## config.mk

```make
export PLATFORM = sky130hd
export DESIGN_NAME = clock_ctrl
export DESIGN_NICKNAME = d
export VERILOG_FILES = /design/src/rtl/clock_pkg.sv /design/src/rtl/edge_det.sv /design/src/rtl/clock_ctrl.sv
export SDC_FILE = /design/constraint.sdc
export NUM_CORES = 1
export LEC_CHECK = 0
export BUFFER_PORTS_ARGS = -buffer_cell sky130_fd_sc_hd__clkbuf_2
export CAP_MARGIN = 30
export CELL_PAD_IN_SITES_DETAIL_PLACEMENT = 0
export CELL_PAD_IN_SITES_GLOBAL_PLACEMENT = 1
export CORE_MARGIN = 1
export CORE_UTILIZATION = 41
export CTS_CLUSTER_SIZE = 14
export DETAILED_ROUTE_END_ITERATION = 10
export MAX_ROUTING_LAYER = met4
export PLACE_DENSITY_LB_ADDON = 0.1
export SETUP_SLACK_MARGIN = 0.4
export SLEW_MARGIN = 20
export SYNTH_ARGS = -nofsm -noshare
export SYNTH_HDL_FRONTEND = slang
export SYNTH_SLANG_ARGS = --single-unit
```

## constraint.sdc

```tcl
create_clock -name clk -period 2.3 [get_ports clk]
set_input_delay 0.69 -clock clk [delete_from_list [all_inputs] [get_ports clk]]
set_output_delay 0.69 -clock clk [all_outputs]
set_load 0.01 [all_outputs]
```

## src/rtl/clock_pkg.sv

```systemverilog
// Shared encodings and limits for the digital clock.
package clock_pkg;

  typedef enum logic [1:0] {
    RUN   = 2'b00,
    SET_H = 2'b01,
    SET_M = 2'b10
  } mode_e;

  localparam logic [5:0] MAX_HOUR = 6'd23;
  localparam logic [5:0] MAX_MIN  = 6'd59;
  localparam logic [5:0] MAX_SEC  = 6'd59;

  function automatic logic [5:0] wrap_inc(
    input logic [5:0] v,
    input logic [5:0] lim
  );
    return (v == lim) ? 6'd0 : v + 6'd1;
  endfunction

endpackage

```

## src/rtl/edge_det.sv

```systemverilog
// Rising-edge press detector for a debounced button.
module edge_det (
  input  logic clk,
  input  logic reset_,
  input  logic in,
  output logic pulse
);

  logic prev_q;

  // Reset high so a button held through reset is not a press.
  always_ff @(posedge clk or negedge reset_) begin
    if (!reset_) prev_q <= 1'b1;
    else         prev_q <= in;
  end

  assign pulse = in & ~prev_q;

endmodule

```

## src/rtl/clock_ctrl.sv

```systemverilog
// 24h clock with RUN / SET_H / SET_M modes and a 1 s prescaler.
module clock_ctrl
  import clock_pkg::*;
#(
  parameter int DIV = 50000000
) (
  input  logic       clk,
  input  logic       reset_,
  input  logic       btnMode,
  input  logic       btnInc,
  output logic [4:0] digOra,
  output logic [5:0] digMinut,
  output logic [5:0] secunde,
  output logic [1:0] mode
);

  localparam int PW = $clog2(DIV);
  localparam logic [PW-1:0] LAST = PW'(DIV - 1);

  mode_e         state_q, state_d;
  logic [4:0]    hr_q, hr_d;
  logic [5:0]    min_q, min_d;
  logic [5:0]    sec_q, sec_d;
  logic [PW-1:0] pre_q, pre_d;
  logic          mode_p, inc_p;
  logic          tick;

  edge_det u_mode (
    .clk    (clk),
    .reset_ (reset_),
    .in     (btnMode),
    .pulse  (mode_p)
  );

  edge_det u_inc (
    .clk    (clk),
    .reset_ (reset_),
    .in     (btnInc),
    .pulse  (inc_p)
  );

  always_ff @(posedge clk or negedge reset_) begin
    if (!reset_) begin
      state_q <= RUN;
      hr_q    <= '0;
      min_q   <= '0;
      sec_q   <= '0;
      pre_q   <= '0;
    end else begin
      state_q <= state_d;
      hr_q    <= hr_d;
      min_q   <= min_d;
      sec_q   <= sec_d;
      pre_q   <= pre_d;
    end
  end

  always_comb begin
    state_d = state_q;
    hr_d    = hr_q;
    min_d   = min_q;
    sec_d   = sec_q;
    pre_d   = pre_q;
    tick    = 1'b0;
    case (state_q)
      RUN: begin
        tick  = (pre_q == LAST);
        pre_d = tick ? '0 : pre_q + PW'(1);
        if (tick) begin
          sec_d = wrap_inc(sec_q, MAX_SEC);
          if (sec_q == MAX_SEC) begin
            min_d = wrap_inc(min_q, MAX_MIN);
            if (min_q == MAX_MIN)
              hr_d = 5'(wrap_inc({1'b0, hr_q}, MAX_HOUR));
          end
        end
        // Inc is ignored here; mode wins and restarts the second.
        if (mode_p) begin
          state_d = SET_H;
          sec_d   = '0;
          pre_d   = '0;
        end
      end
      SET_H: begin
        pre_d = '0;
        sec_d = '0;
        if (mode_p)     state_d = SET_M;
        else if (inc_p) hr_d = 5'(wrap_inc({1'b0, hr_q}, MAX_HOUR));
      end
      SET_M: begin
        pre_d = '0;
        sec_d = '0;
        if (mode_p)     state_d = RUN;
        else if (inc_p) min_d = wrap_inc(min_q, MAX_MIN);
      end
      default: begin
        state_d = RUN;
        pre_d   = '0;
      end
    endcase
  end

  assign digOra   = hr_q;
  assign digMinut = min_q;
  assign secunde  = sec_q;
  assign mode     = state_q;

endmodule

```

==> results of run 1 <==
-- area by class of cell --
class                   instances  share of cell area, %
repair buffers                 58                  13.83
flip-flops and latches         47                  36.60
multi-input cells             187                  43.36
inverters                       8                 0.9324
well taps                      72                  2.797
clock buffers                   8                  2.486
-- metrics by stage --
| stage | hold slack (ns) | std cells | util (%) |
|---|---|---|---|
| 2_1_floorplan | 0.3944 | 246 | - |
| 3_3_place_gp | 0.4724 | 356 | 49.82 |
| 3_5_place_dp | 0.4827 | 356 | 49.82 |
| 4_1_cts | 0.3070 | 372 | 54.02 |
| 5_1_grt | 0.3201 | 380 | 57.43 |
| 6_report | 0.2945 | 380 | 57.43 |
-- report_power, final --
group	total, W	leakage (nW)	switching, W	internal [W]
clock	0.000499	0.0395	0.000282	0.000217
combinational	0.00139	0.748	0.000730	0.000656
sequential	0.00116	0.624	0.000189	0.000969
total	0.00304	1.41	0.00120	0.00184
-- synth_stat cells (all sizes together) (4+ instances only) --
| master | instances | area [um2] |
|---|---|---|
| dfrtp | 45 | 1126 |
| nor2 | 42 | 157.7 |
| nand2 | 26 | 97.59 |
| nand3 | 18 | 90.09 |
| xor2 | 15 | 131.4 |
| xnor2 | 10 | 87.58 |
| ha | 8 | 100.1 |
| inv | 8 | 30.03 |
| nor3 | 8 | 45.04 |
| o21ai | 8 | 40.03 |
| nand4 | 7 | 43.79 |
| buf | 4 | 17.52 |
| mux2 | 4 | 48.79 |
| nand2b | 4 | 25.02 |
| o211ai | 4 | 45.05 |
| or3 | 4 | 25.02 |
-- critical path: stages (launching register included) --
cell and delay [ns]:
dfrtp_1 0.39, or4_4 0.58, nor3_4 0.16, nand3_2 0.10
buf_4 0.15, buf_6 0.11, a2bb2oi_4 0.15, nand2b_4 0.17
mux2_4 0.30
-- registers in the layout (all words and copies together) (netlist names) --
| register | count |
|---|---|
| pre_q | 26 |
| digMinut | 6 |
| secunde | 6 |
| digOra | 5 |
| mode | 2 |
| u_inc.prev_q | 1 |
| u_mode.prev_q | 1 |
-- timing repair --
item | in CTS | in global routing
pin swaps | 14 | 16
setup buffers | 7 | 6
gates resized for setup | 21 | 27
hold buffers | 0 | 0
endpoints found under the setup margin | 24 | 43
cloned | 1 | 2
-- cells by family after synthesis --
| family | count (synthesis) | synth area share, % |
|---|---|---|
| flops | 47 | 48.76 |
| buf+inv | 12 | 1.967 |
| mux | 4 | 2.018 |
| compound gates | 26 | 9.058 |
| simple gates | 124 | 25.00 |
| xor+xnor | 25 | 9.058 |
| fa+ha+maj | 8 | 4.141 |
-- worst paths after layout --
| path | to | slack (ns) | startpoint | cells past startpoint |
|---|---|---|---|---|
| setup / recovery | digOra[0] | 0.1 | pre_q[9] | 8 |
| hold / removal | digMinut[2] | 0.29 | reset_ | 1 |
| setup reg to reg | digOra[0] | 0.1 | pre_q[9] | 8 |
| hold reg to reg | secunde[0] | 0.53 | secunde[0] | 1 |
| max in group asynchronous | pre_q[19] | 1.47 | reset_ | 2 |
| min in group clk | u_mode.prev_q | 0.48 | btnMode | 1 |
-- routing by layer --
metal,part of all wire (%),vias up,global-route usage (%)
li1,-,978,-
met1,46,980,21.92
met2,50,24,29.91
met3,2.7,9,2.989
met4,1.4,0,8.148
met5,0,-,-
-- cell usage in the layout, fill, tap and decap left out, drive strengths merged, types with 4 or more instances in the layout --
| cell type | n |
|---|---|
| nor2 | 42 |
| o211ai | 4 |
| ha | 8 |
| buf | 35 |
| o21ai | 8 |
| clkbuf | 31 |
| nand2 | 26 |
| nand3 | 18 |
| nand4 | 7 |
| xor2 | 15 |
| or3 | 4 |
| nor3 | 8 |
| dfrtp | 45 |
| xnor2 | 10 |
| inv | 8 |
| mux2 | 4 |
| nand2b | 4 |
==> impl_metrics.yaml, run 1 <==
run_status:
  status: "completed"
clock_tree:
  path_clk_slew_ns: 0.09
  cts_max_level: 2
  root_buffer: "clkbuf_8"
  clk_latency_ns: 0.30
  cts_made_buffers: 5
  clockBufferDepth: 2
  clock-sinks: 47
  tritoncts: "done"
setup_path:
  cp.arrival_ns: 2.39
  critPathKind: "reg2reg"
  critical_path.startpoint_type: "register"
  end_kind: "register"
  required_ns: 2.49
  path_max_fanout: 5
layout:
  fin_nets: 319
  antenna_cells: 0
  layout-drive-gt1-share_pct: 34.74
  fill_cells: 536
  final-seq-area_mm2: 0.001179
  multiInputGateArea_mm2: 0.001396
  area_delta_synth_final_pct: 33.23
  design_area_mm2: 0.003221
floorplan:
  fp.dieW_um: 78.79
  chipHeight_um: 78.79
  pin_count: 23
  coreArea_mm2: 0.005608
  start_util_pct: 43.11
  rows: 27
  die_area_mm2: 0.006207
timing:
  final-max-slew-violation-count: 0
  worst_pin_slew_ns: 0.4145
  fmax_mhz: 454.1
  rsz0062_at_grt: "yes"
  skew_ns: 0.004971
  worst_slack_ns: 0.09774
  hold_violations: 0
  final.setup.tns_ns: 0
  finalCritPeriodShare_pct: 95.75
  finalSetupViolations: 0
  fin_crit_ns: 2.202
  slew_headroom_pct: 72.16
detailed_routing:
  wl_per_cell_um: 14.02
  antenna_left: 0
  drt_iter0_drc: 78
  avgViaCountPerCell: 5.239
  drcViolationCount: 0
  wl_um: 5326
  num_vias: 1991
  dr.pass1.iters: 4
flow_run:
  max-cap-violations: 0
logic_synthesis:
  yosysWarningCount: 0
  yosysSeqAreaShare_pct: 48.76
  synthArstFlopShare_pct: 100.0
  synthesis.nets: 258
  syn_inst: 246
  synth_top_flop_cell: "dfrtp_1"
  synth_cell_types: 46
  synth_edf_count: 0
  netlist_area_mm2: 0.002417
  ys_seq_elements: 47
  avgSynthCellArea_um2: 9.826
placement:
  port_buffers: 22
  dpl_cell_area_mm2: 0.002794
  place_hpwl_um: 3350
  gp_congestion: 0.7318
  pre_cts_ws_ns: 0.05033
global_routing:
  grt_pass1_wl_um: 8562
  grt_pass1_vias: 1909
  grtUsageTotal_pct: 18.17
  antenna_found_initial: 0
  grt-ovfl-total: 0
  grt_max_degree: 27
power:
  ir_drop_mv: 0.4966
  power_density_mw_per_mm2: 945.1
  finalPower_w: 0.003044
  p_leak_nw: 1.412
min_path:
  hold_class: "in2async"
No activity file was read; power rests on OpenSTA's default activity.
==> run 2, diff against run 1 <==
--- a/config.mk
+++ b/config.mk
@@ -10,7 +10,7 @@
 export CELL_PAD_IN_SITES_DETAIL_PLACEMENT = 0
 export CELL_PAD_IN_SITES_GLOBAL_PLACEMENT = 1
 export CORE_MARGIN = 1
-export CORE_UTILIZATION = 41
+export CORE_UTILIZATION = 49
 export CTS_CLUSTER_SIZE = 14
 export DETAILED_ROUTE_END_ITERATION = 10
 export MAX_ROUTING_LAYER = met4
==> constraint.sdc (replaced) <==
create_clock -name clk -period 2.6 [get_ports clk]
set_input_delay 0.78 -clock clk [delete_from_list [all_inputs] [get_ports clk]]
set_output_delay 0.78 -clock clk [all_outputs]
set_load 0.01 [all_outputs]
==> impl_metrics.yaml, run 2 (same netlist as run 1, synthesis figures left out) <==
run_status:
  status: "completed"
detailed_routing:
  avgViaCountPerCell: 5.148
  drt_iter0_drc: 92
  dr.pass1.iters: 4
  wl_per_cell_um: 13.01
  drcViolationCount: 0
  num_vias: 1838
  wl_um: 4646
  antenna_left: 0
global_routing:
  grt-ovfl-total: 0
  grt_max_degree: 27
  grt_pass1_wl_um: 7886
  grt_pass1_vias: 1731
  grtUsageTotal_pct: 20.19
  antenna_found_initial: 0
clock_tree:
  tritoncts: "done"
  hold_buffers: 0
  cts_max_level: 2
  clock-sinks: 47
  cts_made_buffers: 5
  clockBufferDepth: 2
  clk_latency_ns: 0.30
  path_clk_slew_ns: 0.09
  root_buffer: "clkbuf_8"
min_path:
  hold_class: "in2async"
setup_path:
  path_max_fanout: 6
  cp.arrival_ns: 2.46
  end_kind: "register"
  critPathKind: "reg2reg"
  critical_path.startpoint_type: "register"
  required_ns: 2.84
  r2r_slack_ns: 0.38
floorplan:
  rows: 25
  pin_count: 23
  die_area_mm2: 0.005218
  start_util_pct: 51.18
  coreArea_mm2: 0.004723
  chipHeight_um: 72.24
  fp.dieW_um: 72.24
layout:
  fin_nets: 301
  area_delta_synth_final_pct: 19.72
  top_register: "pre_q"
  layout-drive-gt1-share_pct: 24.48
  final_cell_mix: "45 x dfrtp_1, 41 x nor2_1, 26 x nand2_1"
  largest_register_ffs: 26
  fill_cells: 409
  final_common_cell: "dfrtp_1"
  fin_cells: 357
  antenna_cells: 0
flow_run:
  max-cap-violations: 0
placement:
  dp.cells: 339
  gp_congestion: 0.8292
  port_buffers: 22
  place_hpwl_um: 3216
timing:
  final-max-slew-violation-count: 0
  worst_pin_slew_ns: 0.5578
  finalCritPeriodShare_pct: 85.27
  hold_violations: 0
  fin_crit_ns: 2.217
  rsz0062_at_grt: "yes"
  skew_ns: 0.006627
  fmax_mhz: 451.1
  final.setup.tns_ns: 0
  slew_headroom_pct: 62.81
  finalSetupViolations: 0
power:
  p_leak_nw: 1.256
  power_density_mw_per_mm2: 818.3
  ir_drop_mv: 0.3496
[run 2: per-layer routing]
metal | global-route usage (%) | up-vias | part of all wire (%)
li1 | - | 940 | -
met1 | 25.71 | 877 | 48
met3 | 4.306 | 4 | 2.3
met2 | 32.29 | 17 | 49
met5 | - | - | 0
met4 | 6.536 | 0 | 0.90
[run 2: critical path, cell delays in order (launching register included)]
cell and delay, ns:
dfrtp_1 0.40, or4_4 0.56, nor3_4 0.14, nand4_1 0.12, a221o_1 0.46, or4_1 0.42, nand2_1 0.07
[run 2: final timing paths]
kind / start / to / cells after the start
worst max-delay path: pre_q[11] / digMinut[2] / 6
worst min-delay path: reset_ / secunde[4] / 1
worst max register to register: pre_q[11] / digMinut[2] / 6
worst min register to register: pre_q[0] / pre_q[0] / 1
max in group asynchronous: reset_ / pre_q[11] / 2
min in group clk: pre_q[0] / pre_q[0] / 1
[run 2: power breakdown]
part	leakage, nW	internal (W)	switching (W)
logic	0.591	0.000409	0.000504
clock network	0.0402	0.000187	0.000250
registers	0.624	0.000858	0.000160
total	1.26	0.00145	0.000914
[run 2: metrics by stage]
stage | setup slack [ns] | hold WS (ns) | power, W | instance area [um2] | util [%]
after global placement | 0.2286 | 0.4726 | 0.001869 | 2681 | 56.77
final | 0.3830 | 0.4558 | 0.002368 | 2894 | 61.27
after CTS | 0.3800 | 0.4696 | 0.002360 | 2816 | 59.63
after detailed placement | 0.2042 | 0.4855 | 0.001874 | 2681 | 56.77
after global routing | 0.2996 | 0.5000 | 0.002560 | 2894 | 61.27
after floorplan | 0.4044 | 0.4549 | 0.001610 | 2439 | -
[run 2: timing repair]
item / CTS / global route
pin swaps: 4 / 15
endpoints found under the setup margin: 9 / 16
setup buffers: 5 / 5
gates resized for setup: 2 / 9
gates cloned: 0 / 0
[run 2: area by class of cell]
type | instances | area (um2) | share of cell area (%)
multi-input cells | 187 | 1247 | 43.10
clock buffers | 5 | 68.82 | 2.378
clock inverters | 3 | 20.02 | 0.6917
well taps | 67 | 83.83 | 2.897
repair buffers | 40 | 265.3 | 9.166
flip-flops and latches | 47 | 1179 | 40.73
inverters | 8 | 30.03 | 1.038
==> run 3, diff against run 2 <==
--- a/config.mk
+++ b/config.mk
@@ -9,7 +9,7 @@
 export CAP_MARGIN = 30
 export CELL_PAD_IN_SITES_DETAIL_PLACEMENT = 0
 export CELL_PAD_IN_SITES_GLOBAL_PLACEMENT = 1
-export CORE_MARGIN = 1
+export CORE_MARGIN = 10
 export CORE_UTILIZATION = 49
 export CTS_CLUSTER_SIZE = 14
 export DETAILED_ROUTE_END_ITERATION = 10
==> impl_metrics.yaml, run 3 (same netlist as run 1, synthesis figures left out) <==
timing:
  final-max-slew-violation-count: 0
  worst_pin_slew_ns: 0.5877
  slew_headroom_pct: 60.82
  fin_crit_ns: 2.155
  hold_violations: 0
  skew_ns: 0.007291
  rsz0062_at_grt: "yes"
  finalSetupViolations: 0
  fmax_mhz: 464.0
  finalCritPeriodShare_pct: 82.90
  final.setup.tns_ns: 0
setup_path:
  critical_path.startpoint_type: "register"
  cp_slowest_cell: "or4_4"
  required_ns: 2.79
  critPathKind: "reg2reg"
  path_max_fanout: 4
  max_stage_delay_ns: 0.56
  cp_cell_sequence: "or4_4 > nor3_4 > nand4_1 > a221o_1 > buf_4 > mux2_4"
  end_kind: "register"
  cp.arrival_ns: 2.34
detailed_routing:
  wl_per_cell_um: 13.70
  drt_iter0_drc: 75
  num_vias: 1833
  wl_um: 4824
  avgViaCountPerCell: 5.207
  antenna_left: 0
  dr.pass1.iters: 5
  drcViolationCount: 0
clock_tree:
  tritoncts: "done"
  cts_max_level: 2
  cts_made_buffers: 5
  hold_buffers: 0
  path_clk_slew_ns: 0.08
  clockBufferDepth: 2
  clock-sinks: 47
  clk_latency_ns: 0.30
  root_buffer: "clkbuf_8"
layout:
  final_cell_mix: "44 x dfrtp_1, 41 x nor2_1, 26 x nand2_1"
  antenna_cells: 0
  top_register: "pre_q"
  layout-drive-gt1-share_pct: 23.16
  largest_register_ffs: 26
  area_delta_synth_final_pct: 18.94
  final_common_cell: "dfrtp_1"
  final_core_util_pct: 60.47
  fin_nets: 296
floorplan:
  pin_count: 23
  start_util_pct: 50.84
  chipHeight_um: 90.24
  coreArea_mm2: 0.004755
  die_area_mm2: 0.008142
  fp.dieW_um: 90.24
  rows: 25
global_routing:
  grt_max_degree: 27
  grtUsageTotal_pct: 12.42
  use_met1_pct: 15.13
  antenna_found_initial: 0
  grtUsageMet3_pct: 3.325
  busiest_layer: "met2"
  grt_pass1_vias: 1827
  grt_pass1_wl_um: 8466
  grt_use_met2_pct: 20.04
  grt-ovfl-total: 0
power:
  p_leak_nw: 1.252
  power_density_mw_per_mm2: 823.6
  ir_drop_mv: 0.4705
placement:
  gp_congestion: 0.8028
  place_hpwl_um: 3456
  port_buffers: 22
flow_run:
  max-cap-violations: 0
min_path:
  hold_class: "in2async"
run_status:
  status: "completed"
## run 3: metal layers
layer  share of wire [%]  vias up
met4                0.44        0
met2                  48       26
li1                    -      927
met1                  48      878
met5                   0        -
met3                 3.5        2
## run 3: critical path, delay by kind of cell, from the launching register on
kind,cells,cell delay (ns)
AOI/OAI and AO/OA,1,0.42
buffers and inverters,1,0.16
and+or+nand+nor,3,0.81
muxes,1,0.28
DFF,1,0.38
## run 3: metrics by stage
step	worst slack [ns]	std cells	area, um2	power [W]	hold slack [ns]
2_1_floorplan	0.4044	246	2439	0.001610	0.4549
3_3_place_gp	0.2813	338	2674	0.001880	0.4799
3_5_place_dp	0.2167	338	2674	0.001895	0.4847
4_1_cts	0.3948	350	2800	0.002348	0.4724
5_1_grt	0.3224	352	2875	0.002559	0.5088
6_report	0.4447	352	2875	0.002368	0.4666
## run 3: area by class of cell
type / count / area [um2]
fillers: 430 / 1879
clock inverters: 1 / 5.005
multi-input cells: 187 / 1276
repair buffers: 35 / 224.0
inverters: 8 / 30.03
flip-flops and latches: 47 / 1180
well taps: 67 / 83.83
clock buffers: 7 / 76.32
## run 3: power breakdown
part | switching, W | leakage [nW] | internal [W]
Sequential | 0.000171 | 0.623 | 0.000859
Combinational | 0.000522 | 0.587 | 0.000399
Clock | 0.000228 | 0.0422 | 0.000189
## run 3: worst paths after layout
path                          start           to  slack (ns)  cells past startpoint
hold / removal               reset_   secunde[3]        0.47                      1
hold reg to reg            pre_q[0]     pre_q[0]        0.49                      1
setup reg to reg           pre_q[9]  digMinut[1]        0.44                      6
min in group clk           pre_q[0]     pre_q[0]        0.49                      1
setup / recovery           pre_q[9]  digMinut[1]        0.44                      6
max in group asynchronous    reset_    pre_q[10]        1.59                      2
## run 3: repair_timing
action                                  CTS  global route
pin swaps                                 3            18
buffers inserted                          4             2
endpoints found under the setup margin   10            15
gates resized for setup                   3            12
